<file path="src/rtl/riscv_wb_pkg.sv">
// Shared types and constants for the register-file writeback stage.
// The data width is fixed here (XLEN) so the queued entry struct and the module ports always agree.
package riscv_wb_pkg;

    localparam int XLEN       = 64;
    localparam int REG_ADDR_W = 5;
    localparam int NUM_REGS   = 32;

    typedef struct packed {
        logic [REG_ADDR_W-1:0] rd;
        logic [XLEN-1:0]       data;
    } wb_entry_t;

    typedef enum logic [1:0] {
        IDLE    = 2'd0,
        WRITE   = 2'd1,
        RECOVER = 2'd2
    } wb_state_t;

    function automatic logic [NUM_REGS-1:0] rd_onehot(input logic [REG_ADDR_W-1:0] rd);
        return NUM_REGS'(1) << rd;
    endfunction

endpackage

</file>
<file path="src/rtl/wb_fifo.sv">
// Circular buffer of pending register writes. Besides the head it exports every slot in
// age order (index 0 = oldest) with a matching valid vector for busy and forwarding scans.
module wb_fifo
    import riscv_wb_pkg::*;
#(
    parameter int DEPTH = 4
) (
    input  logic             clk,
    input  logic             rst,
    input  logic             push,
    input  wb_entry_t        push_entry,
    input  logic             pop,
    output wb_entry_t        head,
    output logic             full,
    output logic             empty,
    output logic [DEPTH-1:0] entry_valid,
    output wb_entry_t        entries [DEPTH]
);

    localparam int PTR_W = $clog2(DEPTH);
    localparam int CNT_W = PTR_W + 1;

    logic [PTR_W-1:0] r_rd_ptr;
    logic [PTR_W-1:0] r_wr_ptr;
    logic [CNT_W-1:0] r_count;
    wb_entry_t        r_mem [DEPTH];

    logic w_do_push;
    logic w_do_pop;

    assign full      = (r_count == CNT_W'(DEPTH));
    assign empty     = (r_count == '0);
    assign w_do_push = push && !full;
    assign w_do_pop  = pop && !empty;
    assign head      = r_mem[r_rd_ptr];

    // DEPTH is a power of two, so pointers wrap by plain overflow.
    always_ff @(posedge clk or posedge rst) begin
        if (rst) begin
            r_rd_ptr <= '0;
            r_wr_ptr <= '0;
            r_count  <= '0;
        end else begin
            if (w_do_push) r_wr_ptr <= r_wr_ptr + PTR_W'(1);
            if (w_do_pop)  r_rd_ptr <= r_rd_ptr + PTR_W'(1);
            case ({w_do_push, w_do_pop})
                2'b10:   r_count <= r_count + CNT_W'(1);
                2'b01:   r_count <= r_count - CNT_W'(1);
                default: r_count <= r_count;
            endcase
        end
    end

    // NOTE: storage has no reset; a slot is only observed while its valid bit is set.
    always_ff @(posedge clk) begin
        if (w_do_push) r_mem[r_wr_ptr] <= push_entry;
    end

    always_comb begin
        for (int k = 0; k < DEPTH; k++) begin
            entries[k]     = r_mem[r_rd_ptr + PTR_W'(k)];
            entry_valid[k] = (CNT_W'(k) < r_count);
        end
    end

endmodule

</file>
<file path="src/rtl/reg_writeback_unit.sv">
// Writeback stage owning the single register-file write port: queues ALU/load results and
// emits one Wen pulse per result with a low cycle between pulses. Define WB_FORWARD_EN for read-port forwarding.
module reg_writeback_unit
    import riscv_wb_pkg::*;
#(
    parameter int DEPTH = 4
) (
    input  logic                  clk,
    input  logic                  rst,
    input  logic                  alu_valid,
    input  logic [REG_ADDR_W-1:0] alu_rd,
    input  logic [XLEN-1:0]       alu_data,
    output logic                  alu_ready,
    input  logic                  ld_valid,
    input  logic [REG_ADDR_W-1:0] ld_rd,
    input  logic [XLEN-1:0]       ld_data,
    output logic                  ld_ready,
    output logic                  Wen,
    output logic [REG_ADDR_W-1:0] Rd_addr,
    output logic [XLEN-1:0]       write_data,
    output logic [NUM_REGS-1:0]   busy_mask
`ifdef WB_FORWARD_EN
    ,
    input  logic [REG_ADDR_W-1:0] Rs1_addr,
    input  logic [REG_ADDR_W-1:0] Rs2_addr,
    output logic                  rs1_fwd_hit,
    output logic                  rs2_fwd_hit,
    output logic [XLEN-1:0]       rs1_fwd_data,
    output logic [XLEN-1:0]       rs2_fwd_data
`endif
);

    wb_state_t             r_state;
    logic                  r_wen;
    logic [REG_ADDR_W-1:0] r_rd_addr;
    logic [XLEN-1:0]       r_write_data;

    wb_entry_t             w_push_entry;
    wb_entry_t             w_head;
    wb_entry_t             w_entries [DEPTH];
    logic [DEPTH-1:0]      w_valid;
    logic                  w_full;
    logic                  w_empty;
    logic                  w_push;
    logic                  w_pop;
    logic                  w_ld_accept;
    logic                  w_alu_accept;
    logic [NUM_REGS-1:0]   w_busy;

    // Loads win arbitration; readiness looks only at registered occupancy, never at a same-cycle pop.
    assign ld_ready     = !w_full;
    assign alu_ready    = !w_full && !ld_valid;
    assign w_ld_accept  = ld_valid && ld_ready;
    assign w_alu_accept = alu_valid && alu_ready;

    // x0 results complete the handshake but are dropped here.
    assign w_push = (w_ld_accept && (ld_rd != '0)) || (w_alu_accept && (alu_rd != '0));
    assign w_pop  = (r_state == WRITE);

    // NOTE: every always_comb output gets a default first so no path can infer a latch.
    always_comb begin
        w_push_entry = '{rd: alu_rd, data: alu_data};
        if (ld_valid) w_push_entry = '{rd: ld_rd, data: ld_data};
    end

    wb_fifo #(
        .DEPTH (DEPTH)
    ) u_fifo (
        .clk         (clk),
        .rst         (rst),
        .push        (w_push),
        .push_entry  (w_push_entry),
        .pop         (w_pop),
        .head        (w_head),
        .full        (w_full),
        .empty       (w_empty),
        .entry_valid (w_valid),
        .entries     (w_entries)
    );

    // NOTE: sequential state uses non-blocking assignments so all registers update from pre-edge values.
    always_ff @(posedge clk or posedge rst) begin
        if (rst) begin
            r_state      <= IDLE;
            r_wen        <= 1'b0;
            r_rd_addr    <= '0;
            r_write_data <= '0;
        end else begin
            case (r_state)
                IDLE, RECOVER: begin
                    if (!w_empty) begin
                        r_state      <= WRITE;
                        r_wen        <= 1'b1;
                        r_rd_addr    <= w_head.rd;
                        r_write_data <= w_head.data;
                    end else begin
                        r_state <= IDLE;
                        r_wen   <= 1'b0;
                    end
                end
                WRITE: begin
                    r_state <= RECOVER;
                    r_wen   <= 1'b0;
                end
                default: begin
                    r_state <= IDLE;
                    r_wen   <= 1'b0;
                end
            endcase
        end
    end

    assign Wen        = r_wen;
    assign Rd_addr    = r_rd_addr;
    assign write_data = r_write_data;

    // The head keeps its busy bit through the WRITE cycle because it is popped on leaving WRITE.
    always_comb begin
        w_busy = '0;
        for (int k = 0; k < DEPTH; k++) begin
            if (w_valid[k]) w_busy = w_busy | rd_onehot(w_entries[k].rd);
        end
    end

    assign busy_mask = w_busy & ~NUM_REGS'(1);

`ifdef WB_FORWARD_EN
    // Scan oldest to youngest so the youngest matching entry overrides older ones.
    always_comb begin
        rs1_fwd_hit  = 1'b0;
        rs1_fwd_data = '0;
        rs2_fwd_hit  = 1'b0;
        rs2_fwd_data = '0;
        for (int k = 0; k < DEPTH; k++) begin
            if (w_valid[k] && (Rs1_addr != '0) && (w_entries[k].rd == Rs1_addr)) begin
                rs1_fwd_hit  = 1'b1;
                rs1_fwd_data = w_entries[k].data;
            end
            if (w_valid[k] && (Rs2_addr != '0) && (w_entries[k].rd == Rs2_addr)) begin
                rs2_fwd_hit  = 1'b1;
                rs2_fwd_data = w_entries[k].data;
            end
        end
    end
`endif

endmodule

</file>
<file path="config.mk">
export PLATFORM = sky130hd
export DESIGN_NAME = reg_writeback_unit
export DESIGN_NICKNAME = d
export VERILOG_FILES = /design/src/rtl/riscv_wb_pkg.sv /design/src/rtl/wb_fifo.sv /design/src/rtl/reg_writeback_unit.sv
export SDC_FILE = /design/constraint.sdc
export NUM_CORES = 1
export LEC_CHECK = 0
export BUFFER_PORTS_ARGS = -buffer_cell sky130_fd_sc_hd__buf_2
export CAP_MARGIN = 20
export CORE_ASPECT_RATIO = 0.5
export CORE_MARGIN = 4
export CORE_UTILIZATION = 55
export DETAILED_ROUTE_END_ITERATION = 7
export PLACE_DENSITY = 0.88
export SLEW_MARGIN = 0
export SYNTH_ARGS = -nofsm -noshare
export SYNTH_HDL_FRONTEND = slang
export SYNTH_HIERARCHICAL = 1
export SYNTH_SLANG_ARGS = --single-unit
</file>
<file path="constraint.sdc">
create_clock -name clk -period 6.3 [get_ports clk]
set_clock_uncertainty 0.05 [all_clocks]
set_input_delay 1.26 -clock clk [delete_from_list [all_inputs] [get_ports clk]]
set_output_delay 1.26 -clock clk [all_outputs]
set_load 0.05 [all_outputs]
</file>
==> impl_metrics.py, run 1 <==
metrics = {
    "timing": {
        "finalSetupTns_ps": 0,
        "rsz0062_at_grt": "false",
        "slew_headroom_pct": 25.10,
        "hold_viol_final": 0,
        "fin_crit_ps": 4781,
        "setup_viol": 0,
        "drv_slew": 0,
        "finalHoldWorstSlack_ps": 392.6,
        "period_share_pct": 75.88,
        "fmax_mhz": 209.2,
        "worstMarginPinSlew_ps": 1123,
        "fin_ws_ps": 1519,
    },
    "clock_tree": {
        "root_buffer": "clkbuf_16",
        "cts_tree": "done",
        "postCtsSetupBuffers": 0,
        "cts.sinks": 354,
        "cts_inserted_buffers": 30,
        "clkTransAtPathRegs_ps": 70,
        "clk_latency_ps": 560,
        "cts_resized": 0,
        "htreeDepth": 1,
        "cts_hold_buf": 0,
        "clock_path_buffers": 3,
    },
    "synth": {
        "yosys_warnings": 6,
        "netlist_instances": 895,
        "syn-cell-area_um2": 16080,
        "avgSynthCellArea_um2": 17.96,
        "synth_nets": 1046,
    },
    "hold_path": {
        "hold_class": "reg2reg",
        "min_to": "r_state[1]",
        "hold-path-cell-count": 1,
        "holdCritStartpoint": "r_state[1]",
    },
    "layout": {
        "nets": 1198,
        "syn2layout_area_growth_pct": 12.01,
        "final_cell_count_no_fill": 1453,
        "layout-drive-gt1-share_pct": 50.65,
    },
    "power": {
        "total_power_mw": 10.83,
        "peakVddDrop_uv": 311.3,
        "power_density_nw_per_um2": 601.2,
        "p_leak_nw": 6.638,
    },
    "critical_path": {
        "r2r_start": "u_fifo/r_count[0]",
        "crit_path_end_kind": "primary output",
        "setup.worst_path.class": "reg2out",
        "arrival_ps": 3470,
        "rrSetupSlack_ps": 2540,
        "startpoint_type": "flop",
        "cp_data_required_time_ps": 4990,
        "ff2ff_path_depth": 7,
        "cp_max_fo": 45,
        "timing.rr.end": "u_fifo/r_mem[0][61]",
    },
    "floorplan": {
        "die_area_um2": 32200,
        "die_h_um": 128.9,
        "die_w_um": 249.8,
        "start_util_pct": 56.92,
        "num_rows": 43,
        "ios": 246,
        "coreArea_um2": 28250,
    },
    "outcome": {
        "status": "completed",
    },
    "route": {
        "wl_mm": 36.93,
        "ant_nets": 0,
        "drtIter0Drc": 694,
        "viasPerCell": 6.138,
        "drt_pass1_iterations": 5,
        "num_vias": 8918,
        "drc": 0,
        "wl_per_cell_um": 25.41,
    },
    "global_route": {
        "overflow": 0,
        "track_usage_pct": 22.38,
        "antenna_found_initial": 1,
        "grt_max_degree": 71,
        "grt_pass1_vias": 9417,
        "grt_pass1_wl_mm": 55.70,
    },
    "placed_design": {
        "dp_hpwl_mm": 22.86,
        "dp.cells": 1397,
        "dp_slack_ps": 2049,
        "portBuffers": 244,
        "place_congestion": 0.8608,
    },
    "flow_run": {
        "cap_violations": 0,
    },
}
==> through the flow <==
stage | utilization [%] | cell area (um2)
finish | 63.75 | 18010
global route | 63.75 | 18010
CTS | 63.74 | 18000
detailed placement | 59.74 | 16870
global placement | 59.74 | 16870
floorplan | - | 16080
==> state kept, by name, summed over array words and instances (netlist names) <==
name             cells
Rd_addr              5
r_state              2
u_fifo/r_mem       276
u_fifo/r_wr_ptr      2
write_data          64
u_fifo/r_rd_ptr      2
u_fifo/r_count       3
==> critical path: stages, from the launching register on <==
cell      delay (ps)
dfrtp_4          970
mux4_2           690
nor4b_1          640
a22oi_1          200
o221ai_1         120
buf_2            300
==> per-layer routing <==
metal	share of wire, %	global-route usage (%)	vias up
li1	-	-	3796
met3	5.7	3.514	89
met5	0	0	-
met1	37	27.32	4627
met4	3.8	8.781	0
met2	53	40.88	406
==> cell usage in the layout (no fill, tap or decap), types with 4 or more instances in the layout <==
cell       count
xnor2_1        4
a221o_1        8
mux2_2       138
o22ai_1       12
o221ai_1      18
nand4b_1       7
nand3b_1       4
and4bb_2       5
clkinv_1       4
inv_1         12
nand4_1        4
clkbuf_16     30
mux4_2        84
nand2b_1       9
dfrtp_1       76
edfxtp_1     276
ha_1           9
bufinv_16      9
a22oi_1        9
nand2_1       10
nor2b_1        8
and2_4         4
nor2_1        12
buf_2        243
clkinv_2       5
buf_4          9
==> where the power goes <==
| part | internal [mW] | leakage (nW) | switching (mW) |
|---|---|---|---|
| sequential | 3.42 | 3.45 | 0.418 |
| clock | 1.27 | 0.550 | 0.812 |
| combinational | 1.71 | 2.64 | 3.20 |
| total | 6.40 | 6.64 | 4.43 |
==> cell type report <==
class,instances,area [um2]
Sequential cell,354,10250
Fill cell,1873,10240
Multi-Input combinational cell,396,4816
Timing Repair Buffer,252,1284
Clock buffer,35,789.5
Tap cell,382,478.0
Clock inverter,20,340.3
Inverter,13,50.05
Antenna cell,1,2.502
==> how the worst max path moves through the flow <==
stage,startpoint,endpoint,cells after the start
after floorplan,u_fifo/r_rd_ptr[0],busy_mask[16],7
after global placement,u_fifo/r_rd_ptr[1],busy_mask[4],5
after detailed placement,ld_valid,u_fifo/r_mem[0][5],7
after CTS,u_fifo/r_rd_ptr[1],busy_mask[8],5
after global routing,u_fifo/r_rd_ptr[1],busy_mask[8],5
final,u_fifo/r_rd_ptr[1],busy_mask[8],5
Power figures use the tool's default switching activity.
==> inputs of run 2 (changes only) <==
--- a/config.mk
+++ b/config.mk
@@ -9,9 +9,9 @@
 export CAP_MARGIN = 20
 export CORE_ASPECT_RATIO = 0.5
 export CORE_MARGIN = 4
-export CORE_UTILIZATION = 55
+export CORE_UTILIZATION = 54
 export DETAILED_ROUTE_END_ITERATION = 7
-export PLACE_DENSITY = 0.88
+export PLACE_DENSITY = 0.9
 export SLEW_MARGIN = 0
 export SYNTH_ARGS = -nofsm -noshare
 export SYNTH_HDL_FRONTEND = slang
==> constraint.sdc (replaced) <==
create_clock -name clk -period 3.9 [get_ports clk]
set_clock_uncertainty 0.05 [all_clocks]
set_input_delay 0.78 -clock clk [delete_from_list [all_inputs] [get_ports clk]]
set_output_delay 0.78 -clock clk [all_outputs]
set_load 0.05 [all_outputs]
==> run 2 against run 1 <==
Effect of this change:
- clock power grew 50%
- sequential share of layout area decreased by 0.52 points
- critical path depth up 2
- via count is 1.0% lower
- sequential power rose by 58%
- wire length decreased by 2.0%
- setup slack worse by 1400 ps
- global-route usage shrank 1.1 points
- cell area increased by 0.92%
- flip-flop and latch count stayed put
- highest routed layer unchanged
==> impl_metrics.py, run 2 (synthesized netlist as in run 1, its figures left out) <==
metrics = {
    "timing": {
        "worstMarginPinSlew_ps": 960.4,
        "slew_headroom_pct": 35.97,
        "fin_crit_ps": 3757,
        "hold_viol_final": 0,
        "period_share_pct": 96.33,
        "rsz0062_at_grt": "false",
        "drv_slew": 0,
        "setup_viol": 0,
        "fmax_mhz": 266.2,
        "finalSetupTns_ps": 0,
    },
    "critical_path": {
        "arrival_ps": 2930,
        "startpoint_type": "flop",
        "crit_path_end_kind": "primary output",
        "cp_max_fo": 7,
        "setup.worst_path.class": "reg2out",
        "rrSetupSlack_ps": 640,
        "cp_data_required_time_ps": 3070,
        "ff2ff_path_depth": 7,
        "timing.rr.end": "u_fifo/r_mem[2][30]",
        "r2r_start": "u_fifo/r_count[0]",
    },
    "hold_path": {
        "hold_class": "in2async",
    },
    "route": {
        "drt_pass1_iterations": 5,
        "drtIter0Drc": 793,
        "ant_nets": 0,
        "viasPerCell": 5.971,
        "num_vias": 8825,
        "drc": 0,
        "wl_mm": 36.20,
        "wl_per_cell_um": 24.49,
    },
    "global_route": {
        "overflow": 0,
        "grt_pass1_vias": 9039,
        "track_usage_pct": 21.30,
        "grt_max_degree": 66,
        "grt_pass1_wl_mm": 53.90,
        "antenna_found_initial": 0,
    },
    "layout": {
        "nets": 1214,
        "largest_register_ffs": 276,
        "syn2layout_area_growth_pct": 13.04,
        "layout_common_cells": "276 x edfxtp_1, 243 x buf_2, 138 x mux2_2",
        "layout_commonest_cell": "edfxtp_1",
        "diodes": 0,
        "layout-drive-gt1-share_pct": 51.43,
        "regMostFlops": "u_fifo/r_mem",
    },
    "power": {
        "power.share.sequential_pct": 34.9,
        "p_leak_nw": 6.725,
        "pwr-share-clk_pct": 18.0,
        "intPower_mw": 10.29,
        "switchingPower_mw": 7.100,
        "power_density_nw_per_um2": 957.1,
        "p_comb_share_pct": 47.1,
        "peakVddDrop_uv": 531.9,
        "sw_frac_of_total_pct": 40.82,
        "total_power_mw": 17.39,
    },
    "floorplan": {
        "die_h_um": 130.0,
        "num_rows": 44,
        "ios": 246,
        "die_area_um2": 32760,
        "start_util_pct": 55.10,
        "die_w_um": 252.0,
        "coreArea_um2": 29180,
    },
    "clock_tree": {
        "htreeDepth": 1,
        "cts_inserted_buffers": 30,
        "clk_latency_ps": 540,
        "root_buffer": "clkbuf_16",
        "cts.sinks": 354,
        "clkTransAtPathRegs_ps": 70,
        "cts_hold_buf": 0,
        "clock_path_buffers": 3,
        "cts_tree": "done",
    },
    "flow_run": {
        "cap_violations": 0,
    },
    "placed_design": {
        "portBuffers": 244,
        "place_congestion": 0.8378,
        "dp_hpwl_mm": 23.37,
    },
    "outcome": {
        "status": "completed",
    },
}
==> run 2: repair_timing <==
action	4_1_cts	5_1_grt
endpoints found under the setup margin	2	12
resized for setup	1	0
gates cloned	0	0
pin swaps	0	1
setup buffers	0	3
==> run 2: metal layers <==
layer	share of wire [%]	track usage [%]
met1	38	27.04
met2	54	39.28
met3	5.3	2.908
met4	3.0	5.898
met5	0	0
==> run 2: metrics by stage <==
step	hold WS [ps]	cell area (um2)	cells	setup slack, ps	utilization, %
floorplan	346.0	16080	895	304.8	-
global placement	359.4	17060	1418	529.4	58.48
detailed placement	369.3	17060	1418	578.3	58.48
CTS	124.2	18110	1474	4.632	62.08
global route	143.7	18170	1478	12.21	62.28
finish	135.4	18170	1478	143.1	62.28
==> run 2: how the worst max path moves through the flow <==
stage / slack, ps / cells past startpoint / startpoint / to
after CTS: 5 / 5 / u_fifo/r_rd_ptr[0] / busy_mask[28]
after floorplan: 300 / 7 / u_fifo/r_rd_ptr[0] / busy_mask[16]
after detailed placement: 580 / 5 / u_fifo/r_rd_ptr[1] / busy_mask[8]
after global placement: 530 / 5 / u_fifo/r_rd_ptr[1] / busy_mask[8]
final: 140 / 7 / u_fifo/r_count[1] / busy_mask[18]
after global routing: 10 / 5 / u_fifo/r_rd_ptr[1] / busy_mask[3]
==> run 2: area by class of cell <==
| class | instances | area, um2 |
|---|---|---|
| fill | 2010 | 11010 |
| sequential | 354 | 10250 |
| multi-input combinational | 396 | 4822 |
| timing repair buffer | 268 | 1519 |
| clock buffer | 39 | 835.8 |
| tap | 391 | 489.2 |
| clock inverter | 17 | 209.0 |
| inverter | 13 | 50.05 |
==> run 2: critical path: stages, from the launching register on <==
cell and delay [ps]:
dfrtp_1 450, inv_1 120, ha_1 200, o21bai_1 420, nand2_1 190, nor3b_2 460, a221o_1 260, buf_2 270
==> run 2: power by group through the flow <==
stage / sequential (mW) / clock [mW] / combinational (mW)
5_1_grt: 6.19 / 3.36 / 8.65
2_1_floorplan: 7.24 / 0 / 5.81
3_3_place_gp: 6.05 / 0 / 7.93
3_5_place_dp: 6.16 / 0 / 8.06
4_1_cts: 6.11 / 3.18 / 8.11
6_report: 6.07 / 3.13 / 8.19
